`src/rtl/divider_seq.sv`:
```
// divider_seq: sequential restoring shift-subtract divider, one quotient bit per clock.
//
// Ports:
//   clk          system clock, rising edge
//   reset        asynchronous active-low reset
//   data_in_a    dividend, captured when Start is accepted in IDLE
//   data_in_b    divisor, captured when Start is accepted in IDLE
//   Start        begin a division (honoured only in IDLE)
//   Reset_Sync   synchronous active-high clear, same effect as reset
//   quotient     registered quotient
//   remainder    registered remainder
//   div_by_zero  registered, set when the captured divisor was 0
//   ready        high only in IDLE
//   done         one-cycle pulse in DONE
//
// Optional feature: define DIVIDER_SIGNED_EN for two's complement operands
// (quotient truncates toward zero, remainder takes the dividend's sign).
module divider_seq #(
    parameter int WORD_LENGTH = 4
) (
    input  logic                   clk,
    input  logic                   reset,
    input  logic [WORD_LENGTH-1:0] data_in_a,
    input  logic [WORD_LENGTH-1:0] data_in_b,
    input  logic                   Start,
    input  logic                   Reset_Sync,
    output logic [WORD_LENGTH-1:0] quotient,
    output logic [WORD_LENGTH-1:0] remainder,
    output logic                   div_by_zero,
    output logic                   ready,
    output logic                   done
);
    localparam int W  = WORD_LENGTH;
    localparam int CW = $clog2(W + 1);

    typedef enum logic [1:0] {IDLE, BUSY, DONE} state_t;

    state_t        r_state;
    logic [W-1:0]  r_a;
    logic [W-1:0]  r_d;
    logic [W-1:0]  r_r;
    logic [CW-1:0] r_cnt;

    logic [W:0]    w_shift;
    logic          w_ok;
    logic [W-1:0]  w_diff;
    logic [W-1:0]  w_r_next;
    logic [W-1:0]  w_a_next;
    logic [W-1:0]  w_mag_a;
    logic [W-1:0]  w_mag_b;
    logic [W-1:0]  w_quo;
    logic [W-1:0]  w_rem;

    // The stored remainder is always below the divisor (or equals the
    // consumed dividend bits when dividing by 0), so W bits suffice; only
    // the shifted trial value needs the extra bit.
    assign w_shift  = {r_r, r_a[W-1]};
    assign w_ok     = w_shift >= {1'b0, r_d};
    assign w_diff   = w_shift[W-1:0] - r_d;
    assign w_r_next = w_ok ? w_diff : w_shift[W-1:0];
    assign w_a_next = {r_a[W-2:0], w_ok};

`ifdef DIVIDER_SIGNED_EN
    logic r_sq;
    logic r_sr;

    assign w_mag_a = data_in_a[W-1] ? -data_in_a : data_in_a;
    assign w_mag_b = data_in_b[W-1] ? -data_in_b : data_in_b;
    // Divide-by-zero keeps the raw all-ones quotient; negating |A| restores A.
    assign w_quo   = (r_sq && r_d != '0) ? -w_a_next : w_a_next;
    assign w_rem   = r_sr ? -w_r_next : w_r_next;

    always_ff @(posedge clk or negedge reset)
        if (!reset) begin
            r_sq <= 1'b0;
            r_sr <= 1'b0;
        end else if (Reset_Sync) begin
            r_sq <= 1'b0;
            r_sr <= 1'b0;
        end else if (r_state == IDLE && Start) begin
            r_sq <= data_in_a[W-1] ^ data_in_b[W-1];
            r_sr <= data_in_a[W-1];
        end
`else
    assign w_mag_a = data_in_a;
    assign w_mag_b = data_in_b;
    assign w_quo   = w_a_next;
    assign w_rem   = w_r_next;
`endif

    always_ff @(posedge clk or negedge reset)
        if (!reset) begin
            r_state     <= IDLE;
            r_a         <= '0;
            r_d         <= '0;
            r_r         <= '0;
            r_cnt       <= '0;
            quotient    <= '0;
            remainder   <= '0;
            div_by_zero <= 1'b0;
            ready       <= 1'b1;
            done        <= 1'b0;
        end else if (Reset_Sync) begin
            r_state     <= IDLE;
            r_a         <= '0;
            r_d         <= '0;
            r_r         <= '0;
            r_cnt       <= '0;
            quotient    <= '0;
            remainder   <= '0;
            div_by_zero <= 1'b0;
            ready       <= 1'b1;
            done        <= 1'b0;
        end else begin
            case (r_state)
                IDLE: if (Start) begin
                    r_a     <= w_mag_a;
                    r_d     <= w_mag_b;
                    r_r     <= '0;
                    r_cnt   <= '0;
                    r_state <= BUSY;
                    ready   <= 1'b0;
                end
                BUSY: begin
                    r_a   <= w_a_next;
                    r_r   <= w_r_next;
                    r_cnt <= r_cnt + 1'b1;
                    if (r_cnt == CW'(W - 1)) begin
                        r_state     <= DONE;
                        done        <= 1'b1;
                        quotient    <= w_quo;
                        remainder   <= w_rem;
                        div_by_zero <= (r_d == '0);
                    end
                end
                default: begin
                    r_state <= IDLE;
                    done    <= 1'b0;
                    ready   <= 1'b1;
                end
            endcase
        end
endmodule

```
`config.mk`:
```
export PLATFORM = sky130hd
export DESIGN_NAME = divider_seq
export DESIGN_NICKNAME = d
export VERILOG_FILES = /design/src/rtl/divider_seq.sv
export SDC_FILE = /design/constraint.sdc
export NUM_CORES = 1
export LEC_CHECK = 0
export ABC_CLOCK_PERIOD_IN_PS = 2500
export CAP_MARGIN = 20
export CORE_AREA = 2 2 59 61
export DETAILED_ROUTE_END_ITERATION = 7
export DIE_AREA = 0 0 61 63
export MAX_ROUTING_LAYER = met4
export PLACE_DENSITY_LB_ADDON = 0.08
export RECOVER_POWER = 25
export SLEW_MARGIN = 0
export SYNTH_ARGS = -nofsm -noshare
export SYNTH_HDL_FRONTEND = slang
export SYNTH_SLANG_ARGS = --single-unit
```
`constraint.sdc`:
```
create_clock -name clk -period 2.5 [get_ports clk]
set_clock_uncertainty 0.1 [all_clocks]
set_input_delay 0.375 -clock clk [delete_from_list [all_inputs] [get_ports clk]]
set_output_delay 0.375 -clock clk [all_outputs]
set_load 0.03 [all_outputs]
```
## Word level (Yosys, flattened, before mapping)

Index checks and enable logic that the tools add are counted.

| operators by class | value |
|---|---|
| add/subtract/negate cells | 2 |
| order comparisons | 1 |
| equal/unequal tests | 6 |
| mux-type cells | 32 |
| reduce and logical (&&, ||, !) cells | 13 |

Operators by type and width:

| kind | number |
|---|---|
| 4-bit two-way mux | 14 |
| 4-bit case mux with 2 select lines | 2 |
| 2-bit AND reduction | 6 |
| 2-bit nonzero test | 4 |
| 1-bit two-way mux | 7 |
| 2-bit two-way mux | 3 |
| 3-bit two-way mux | 2 |
| 3-bit != test, second input constant | 2 |
| 3-bit case mux with 2 select lines | 1 |
| 5-bit by 4-bit >= comparator with 1-bit output | 1 |
| 4-bit logical NOT | 1 |
| 2-bit != test, second input constant | 2 |
| 1-bit case mux with 2 select lines | 2 |
| 2-bit case mux with 2 select lines | 1 |
| 4-bit subtractor | 1 |
| 3-bit by 1-bit adder with 3-bit output, second input constant | 1 |
| 3-bit by 2-bit == test with 1-bit output, second input constant | 1 |
| 3-bit nonzero test | 1 |
| 2-bit by 1-bit == test with 1-bit output, second input constant | 1 |
| 2-bit logical NOT | 1 |

| word-level totals | value |
|---|---|
| flip-flop bits (word level) | 28 |
| input port bits | 12 |
| output and inout bits | 11 |
| logic and storage cells | 64 |

## Longest topological paths before layout

Gate-level depths: netlist of the first run.

| depth | value |
|---|---|
| depth in word-level cells | 5 |
| mapped depth | 7 |
| gate-level depth less buffers | 7 |

## Worst setup path after synthesis of the first run

OpenSTA, ideal clock, no wires.

| path | value |
|---|---|
| kind | reg2reg |
| start | register r_r[0] |
| end | register remainder[1] |
| library setup time | 0.126 ns |
| arrival time | 1.583 ns |
| required time | 2.274 ns |
| slack | 0.691 ns |
| cell stages (with the launch flop) | 6 |
| path buffers | 0 |
| period minus slack after synthesis | 1.809 ns |
| path through | dfrtp_1 ha_1 o21ai_1 a22o_2 and3_4 o32a_1 |

| on the way | value |
|---|---|
| word-level cells in the longest chain between the ends | 5 |
| elaborated cells on any way between the ends | 6 |
| those cells by class | add/sub (1); order compare (1); mux (4) |

RTL lines:

| item | RTL line | RTL |
|---|---|---|
| from (decl) | 41 | `logic [W-1:0] r_r;` |
| from (signal assigned) | 126 | `r_r <= w_r_next;` |
| 4-bit subtractor or 5-bit by 4-bit >= comparator with 1-bit output (tied branches) | 59, 58 |  |
| 4-bit two-way mux (*) | 60 | `assign w_r_next = w_ok ? w_diff : w_shift[W-1:0];` |
| 4-bit two-way mux (*) | 128 | `if (r_cnt == CW'(W - 1)) begin` |
| 4-bit two-way mux (*) | 115 | `case (r_state)` |
| 4-bit two-way mux (*) | 103 | `end else if (Reset_Sync) begin` |
| to (signal assigned) | 132 | `remainder <= w_rem;` |
| to (decl) | 28 | `output logic [WORD_LENGTH-1:0] remainder,` |

Mark *: on every way between the ends. The rest lies on a longest branch, timed or not. The select of a mux whose other input is x is not followed.
A chain may end at the register's enable or synchronous reset.

## Final worst setup path of the first run

| path | value |
|---|---|
| start | register ready |
| end | output ready |

RTL lines:

| item | RTL line | RTL |
|---|---|---|
| from (decl) | 30 | `output logic ready,` |
| from (signal assigned) | 101 | `ready <= 1'b1;` |
| from (signal assigned) | 112 | `ready <= 1'b1;` |
| from (signal assigned) | 122 | `ready <= 1'b0;` |

No word-level cell between the ends.

==> impl_metrics.csv, run 1 <==
group,metric,value,unit
pwr,power-per-cell-area,514,mW/mm2
job,maxCapViolCount,1,
critical_path,end_kind,"primary output",
finish,antenna_cells,0,
finish,final_cell_count_no_fill,201,
timing,final.setup.tns,0,ns
floorplanning,dieArea,0.00384,mm2
critical_path,crit_path_start_kind,"register",
floorplanning,rows,21,
synth,netlist_area,0.00139,mm2
synth,synth.avg_cell_area,10.7,um2
critical_path,r2r_slack,0.54,ns
synth,synth_top_flop_cell,"dfrtp_1",
critical_path,worstSetupPathType,"reg2out",
critical_path,reg2reg_from,"r_r[0]",
worst_hold_path,hold_start,"ready",
worst_hold_path,whs_path_depth,2,
pwr,clockPowerShare,22.2,%
grt,grt_max_degree,29,
grt,antenna_found_initial,0,
detailed_routing,final_antenna_net_count,0,
grt,grt-ovfl-total,0,
finish,drive_above_1_share,9.03,%
run_status,status,"finished with violations",
synth,syn_nets,149,
pwr,total_leakage_power,0.747,nW
pwr,power.switching,0.250,mW
timing,finalSetupViolCount,0,
timing,final.period_utilization,80.6,%
critical_path,r2r-end,"remainder[1]",
critical_path,worstPathRequired,2.03,ns
grt,gr-usage-all-layers,18.0,%
timing,rsz0062_at_grt,"false",
synth,synth_edf_count,0,
finish,syn2layout_area_growth,22.0,%
critical_path,slowest_delay,0.66,ns
clock_tree,cts.repair.resized,0,
critical_path,worstSetupPathDepth,1,
floorplanning,die_x,61,um
detailed_routing,routedWlPerCell,14.1,um
floorplanning,ios,23,
critical_path,slowest_stage,"clkdlybuf4s50_1",
finish,nFillCells,319,
synth,synth_top_area_share,48.8,%
timing,whs,0.375,ns
timing,hold_viol_final,0,
placement,place.gp.congestion,0.804,
finish,finalNetCount,175,
finish,final_cell_mix,"dfrtp_1 (27), clkdlybuf4s50_1 (21), nand2_1 (19)",
timing,fmax,496,MHz
critical_path,r2r_cells,5,
detailed_routing,first_pass_iters,4,
timing,fin_crit,2.02,ns
pwr,intPower,0.618,mW
pwr,combPwrFrac,21.1,%
clock_tree,ctsHoldBuffers,0,
synth,seq_area_frac_synth,50.7,%
synth,synth_top_cell_by_area,"dfrtp_1",
detailed_routing,first_iter_violations,18,
synth,syn_inst,130,
floorplanning,die_y,63,um
synth,synthTopCellsByArea,"dfrtp_1 (49%), ha_1 (5.4%), nand2_1 (5.1%)",
synth,synth_seq_cells,28,
critical_path,critPathMaxFanout,2,
finish,layout_commonest_cell,"dfrtp_1",
placement,post-dp-hpwl,2100,um
floorplanning,core_region_area,0.00323,mm2
synth,async_flop_share,100,%
worst_hold_path,worstHoldPathType,"reg2reg",
clock_tree,root_buffer,"clkbuf_4",
detailed_routing,drt_drc_violations_left,0,
timing,slew_headroom,-1.20,%
placement,io_buffers,22,
pwr,p_seq_share,56.7,%
worst_hold_path,worstHoldEndpoint,"ready",
clock_tree,cts_buffers,3,
synth,ys_warn_count,0,
grt,grt_pass1_wl,5100,um
clock_tree,cts_setup_buffers,0,
synth,yosys.cell_types.count,37,
detailed_routing,wirelength,2840,um
critical_path,arrival,1.54,ns
clock_tree,clkSinkCount,28,
grt,grt_pass1_vias,1122,
clock_tree,clkTransAtPathRegs,0.13,ns
timing,tightest_slew,1.52,ns
clock_tree,tritoncts,"done",
timing,slew_violations,29,
clock_tree,clk_path_buf_depth,2,
detailed_routing,via_count,1054,
pwr,ir_drop,0.232,mV
run_status,violations,"max-capacitance violations, max-slew violations",
critical_path,crit_family,"buffers and inverters",
floorplanning,start_util,42.9,%
critical_path,crit_chain,"clkdlybuf4s50_1",
critical_path,path_buf_inv,1,
clock_tree,ctsHtreeMaxLevel,1,
clock_tree,insertion_delay,0.33,ns
placement,placed_cells,197,
detailed_routing,vias_per_cell,5.24,
pwr,p_sw_share,28.8,%
cell usage after synthesis (2+ instances only):
library cell	number
nand2b_1	2
o21ai_0	9
nand2_1	19
buf_2	3
ha_1	6
dfrtp_1	27
a21oi_1	6
inv_1	6
nor2_1	5
o21ai_1	2
a22o_1	6
o31ai_1	7
a32oi_1	2
mux2i_1	7
power groups by stage:
| stage | Sequential [mW] | Clock [mW] | Combinational [mW] |
|---|---|---|---|
| global placement | 0.501 | 0 | 0.184 |
| detailed placement | 0.501 | 0 | 0.186 |
| floorplan | 0.503 | 0 | 0.117 |
| finish | 0.492 | 0.193 | 0.183 |
| global route | 0.496 | 0.227 | 0.206 |
| CTS | 0.493 | 0.202 | 0.186 |
worst max path at each step:
stage | startpoint | endpoint
after floorplan | r_r[0] | remainder[1]
after global placement | Reset_Sync | remainder[1]
after detailed placement | Start | r_cnt[1]
after CTS | ready | ready
after global routing | reset | r_cnt[0]
final | ready | ready
metal layers:
metal	vias to the layer above	share of wire [%]	track usage, %
met3	5	3.0	2.69
met2	21	48	28.6
met1	510	48	22.9
met5	-	0	-
met4	0	1.7	6.79
li1	518	-	-
metrics by stage:
stage          utilization, %  instance area (um2)  setup slack (ns)  total power, mW
2_1_floorplan               -                 1390             0.691            0.620
3_3_place_gp             51.6                 1670             0.434            0.685
3_5_place_dp             51.6                 1670             0.370            0.687
4_1_cts                  52.4                 1690             0.471            0.881
5_1_grt                  52.3                 1690             0.249            0.929
6_report                 52.3                 1690             0.485            0.869
flip-flops by register name, summed over array words and instances, names as in the netlist:
signal / cells
div_by_zero: 1
r_d: 4
r_r: 4
quotient: 4
remainder: 4
ready: 1
r_cnt: 3
done: 1
r_state: 2
r_a: 4
cell type report:
class | count | area [um2] | area share, %
sequential | 28 | 702 | 41.6
inverter | 8 | 30.0 | 1.78
multi-input combinational | 90 | 634 | 37.6
timing repair buffer | 25 | 239 | 14.1
clock buffer | 4 | 26.3 | 1.56
tap | 46 | 57.6 | 3.41
kinds of logic (layout without fill, tap and decap cells):
group / after synthesis / after routing / share of synthesized area (%)
mux: 7 / 7 / 5.06
fa+ha+maj: 7 / 7 / 6.87
buf+inv: 12 / 37 / 3.52
compound gates: 39 / 39 / 19.8
flops: 28 / 28 / 50.7
simple gates: 35 / 35 / 12.8
xor+xnor: 2 / 2 / 1.26
Power figures use the tool's default switching activity.
==> run 2, diff against run 1 <==
--- a/config.mk
+++ b/config.mk
@@ -5,7 +5,7 @@
 export SDC_FILE = /design/constraint.sdc
 export NUM_CORES = 1
 export LEC_CHECK = 0
-export ABC_CLOCK_PERIOD_IN_PS = 2500
+export ABC_CLOCK_PERIOD_IN_PS = 2000
 export CAP_MARGIN = 20
 export CORE_AREA = 2 2 59 61
 export DETAILED_ROUTE_END_ITERATION = 7
==> constraint.sdc (replaced) <==
create_clock -name clk -period 2 [get_ports clk]
set_clock_uncertainty 0.1 [all_clocks]
set_input_delay 0.3 -clock clk [delete_from_list [all_inputs] [get_ports clk]]
set_output_delay 0.3 -clock clk [all_outputs]
set_load 0.03 [all_outputs]
==> impl_metrics.csv, run 2 (synthesized netlist as in run 1, its figures left out) <==
group,metric,value,unit
critical_path,worstSetupPathType,"reg2reg",
worst_hold_path,worstHoldPathType,"reg2reg",
floorplanning,rows,21,
timing,hold_viol_final,0,
detailed_routing,first_pass_iters,4,
critical_path,end_kind,"register",
critical_path,crit_path_start_kind,"register",
grt,antenna_found_initial,0,
clock_tree,clkSinkCount,28,
pwr,finalPower,1.16,mW
clock_tree,tritoncts,"done",
timing,finalSetupViolCount,0,
grt,grt-ovfl-total,0,
detailed_routing,drt_drc_violations_left,0,
finish,final_cell_mix,"dfrtp_1 (27), clkdlybuf4s50_1 (20), nand2_1 (19)",
grt,gr-usage-all-layers,18.7,%
floorplanning,start_util,42.9,%
pwr,ir_drop,0.247,mV
run_status,status,"completed",
finish,regArea,702,um2
placement,io_buffers,22,
placement,place_area,0.00172,mm2
floorplanning,die_y,63,um
grt,grt_max_degree,29,
critical_path,critPathMaxFanout,7,
finish,stdcell_area,0.00178,mm2
critical_path,worstPathRequired,2.14,ns
floorplanning,core_region_area,0.00323,mm2
finish,finalNetCount,184,
clock_tree,cts_buffers,3,
clock_tree,ctsHoldBuffers,0,
finish,layout_commonest_cell,"dfrtp_1",
placement,placed_cells,204,
finish,final_cell_count_no_fill,210,
detailed_routing,via_count,1087,
timing,whs,0.372,ns
placement,post-dp-hpwl,2140,um
grt,grt_pass1_vias,1093,
job,maxCapViolCount,0,
clock_tree,insertion_delay,0.33,ns
floorplanning,ios,23,
finish,drive_above_1_share,15.2,%
timing,slew_headroom,31.9,%
detailed_routing,wirelength,2970,um
clock_tree,ctsHtreeMaxLevel,1,
placement,place.gp.congestion,0.775,
finish,multi_input_area,642,um2
timing,tightest_slew,1.02,ns
timing,final.period_utilization,95.4,%
detailed_routing,vias_per_cell,5.18,
grt,grt_pass1_wl,5250,um
finish,nFillCells,313,
placement,place_ws,-0.0826,ns
pwr,power-per-cell-area,655,mW/mm2
detailed_routing,routedWlPerCell,14.1,um
timing,slew_violations,0,
clock_tree,clkTransAtPathRegs,0.15,ns
detailed_routing,final_antenna_net_count,0,
critical_path,arrival,2.05,ns
finish,utilization,55.0,%
clock_tree,root_buffer,"clkbuf_4",
pwr,total_leakage_power,0.809,nW
timing,fin_crit,1.91,ns
timing,layout_setup_ws,0.0919,ns
finish,syn2layout_area_growth,28.4,%
detailed_routing,first_iter_violations,42,
floorplanning,dieArea,0.00384,mm2
clock_tree,clk_path_buf_depth,2,
finish,antenna_cells,0,
timing,fmax,524,MHz
timing,final.setup.tns,0,ns
floorplanning,die_x,61,um
[run 2: changes by cell type in the layout (fill, tap and decap cells not counted)]
| cell | delta |
|---|---|
| buf_4 | +9 |
| clkbuf_1 | -2 |
| a22o_2 | -1 |
| a22o_4 | +1 |
| clkbuf_2 | +1 |
| clkbuf_8 | +1 |
| clkdlybuf4s50_1 | -1 |
| dlymetal6s2s_1 | +1 |
[run 2: layout make-up]
class / instances / area share, %
Sequential cell: 28 / 39.5
Multi-Input combinational cell: 90 / 36.1
Timing Repair Buffer: 34 / 17.5
Tap cell: 46 / 3.24
Clock buffer: 4 / 2.04
Inverter: 8 / 1.69
[run 2: power by group]
part / total (mW) / internal, mW / switching (mW)
Clock: 0.285 / 0.112 / 0.174
Combinational: 0.266 / 0.125 / 0.141
Sequential: 0.613 / 0.593 / 0.0198
Total: 1.16 / 0.830 / 0.334
[run 2: timing repair]
action,in CTS,in global routing
setup endpoints to repair,0,3
gates resized for setup,0,2
endpoints found under the hold margin,0,0
setup buffers,0,2
[run 2: worst paths after layout]
path | slack [ns] | to | from | depth (start not counted)
max | 0.09 | remainder[1] | r_d[1] | 6
min | 0.37 | ready | ready | 2
max reg2reg | 0.09 | remainder[1] | r_d[1] | 6
min reg2reg | 0.37 | ready | ready | 2
max in group asynchronous | 0.93 | r_r[3] | reset | 2
min in group asynchronous | 0.42 | quotient[3] | reset | 2
[run 2: routing by layer]
layer,vias to the layer above,routed length [um],GRT usage (%)
met5,-,0,-
met4,0,46,5.71
met3,5,96,2.69
met2,20,1390,28.6
met1,527,1430,25.5
li1,535,-,-
[run 2: critical path, cell delays in order, from the launching register on]
cell	delay, ns
dfrtp_1	0.41
inv_1	0.10
ha_1	0.29
o21ai_1	0.10
a22o_4	0.30
and3_4	0.19
o32a_1	0.31
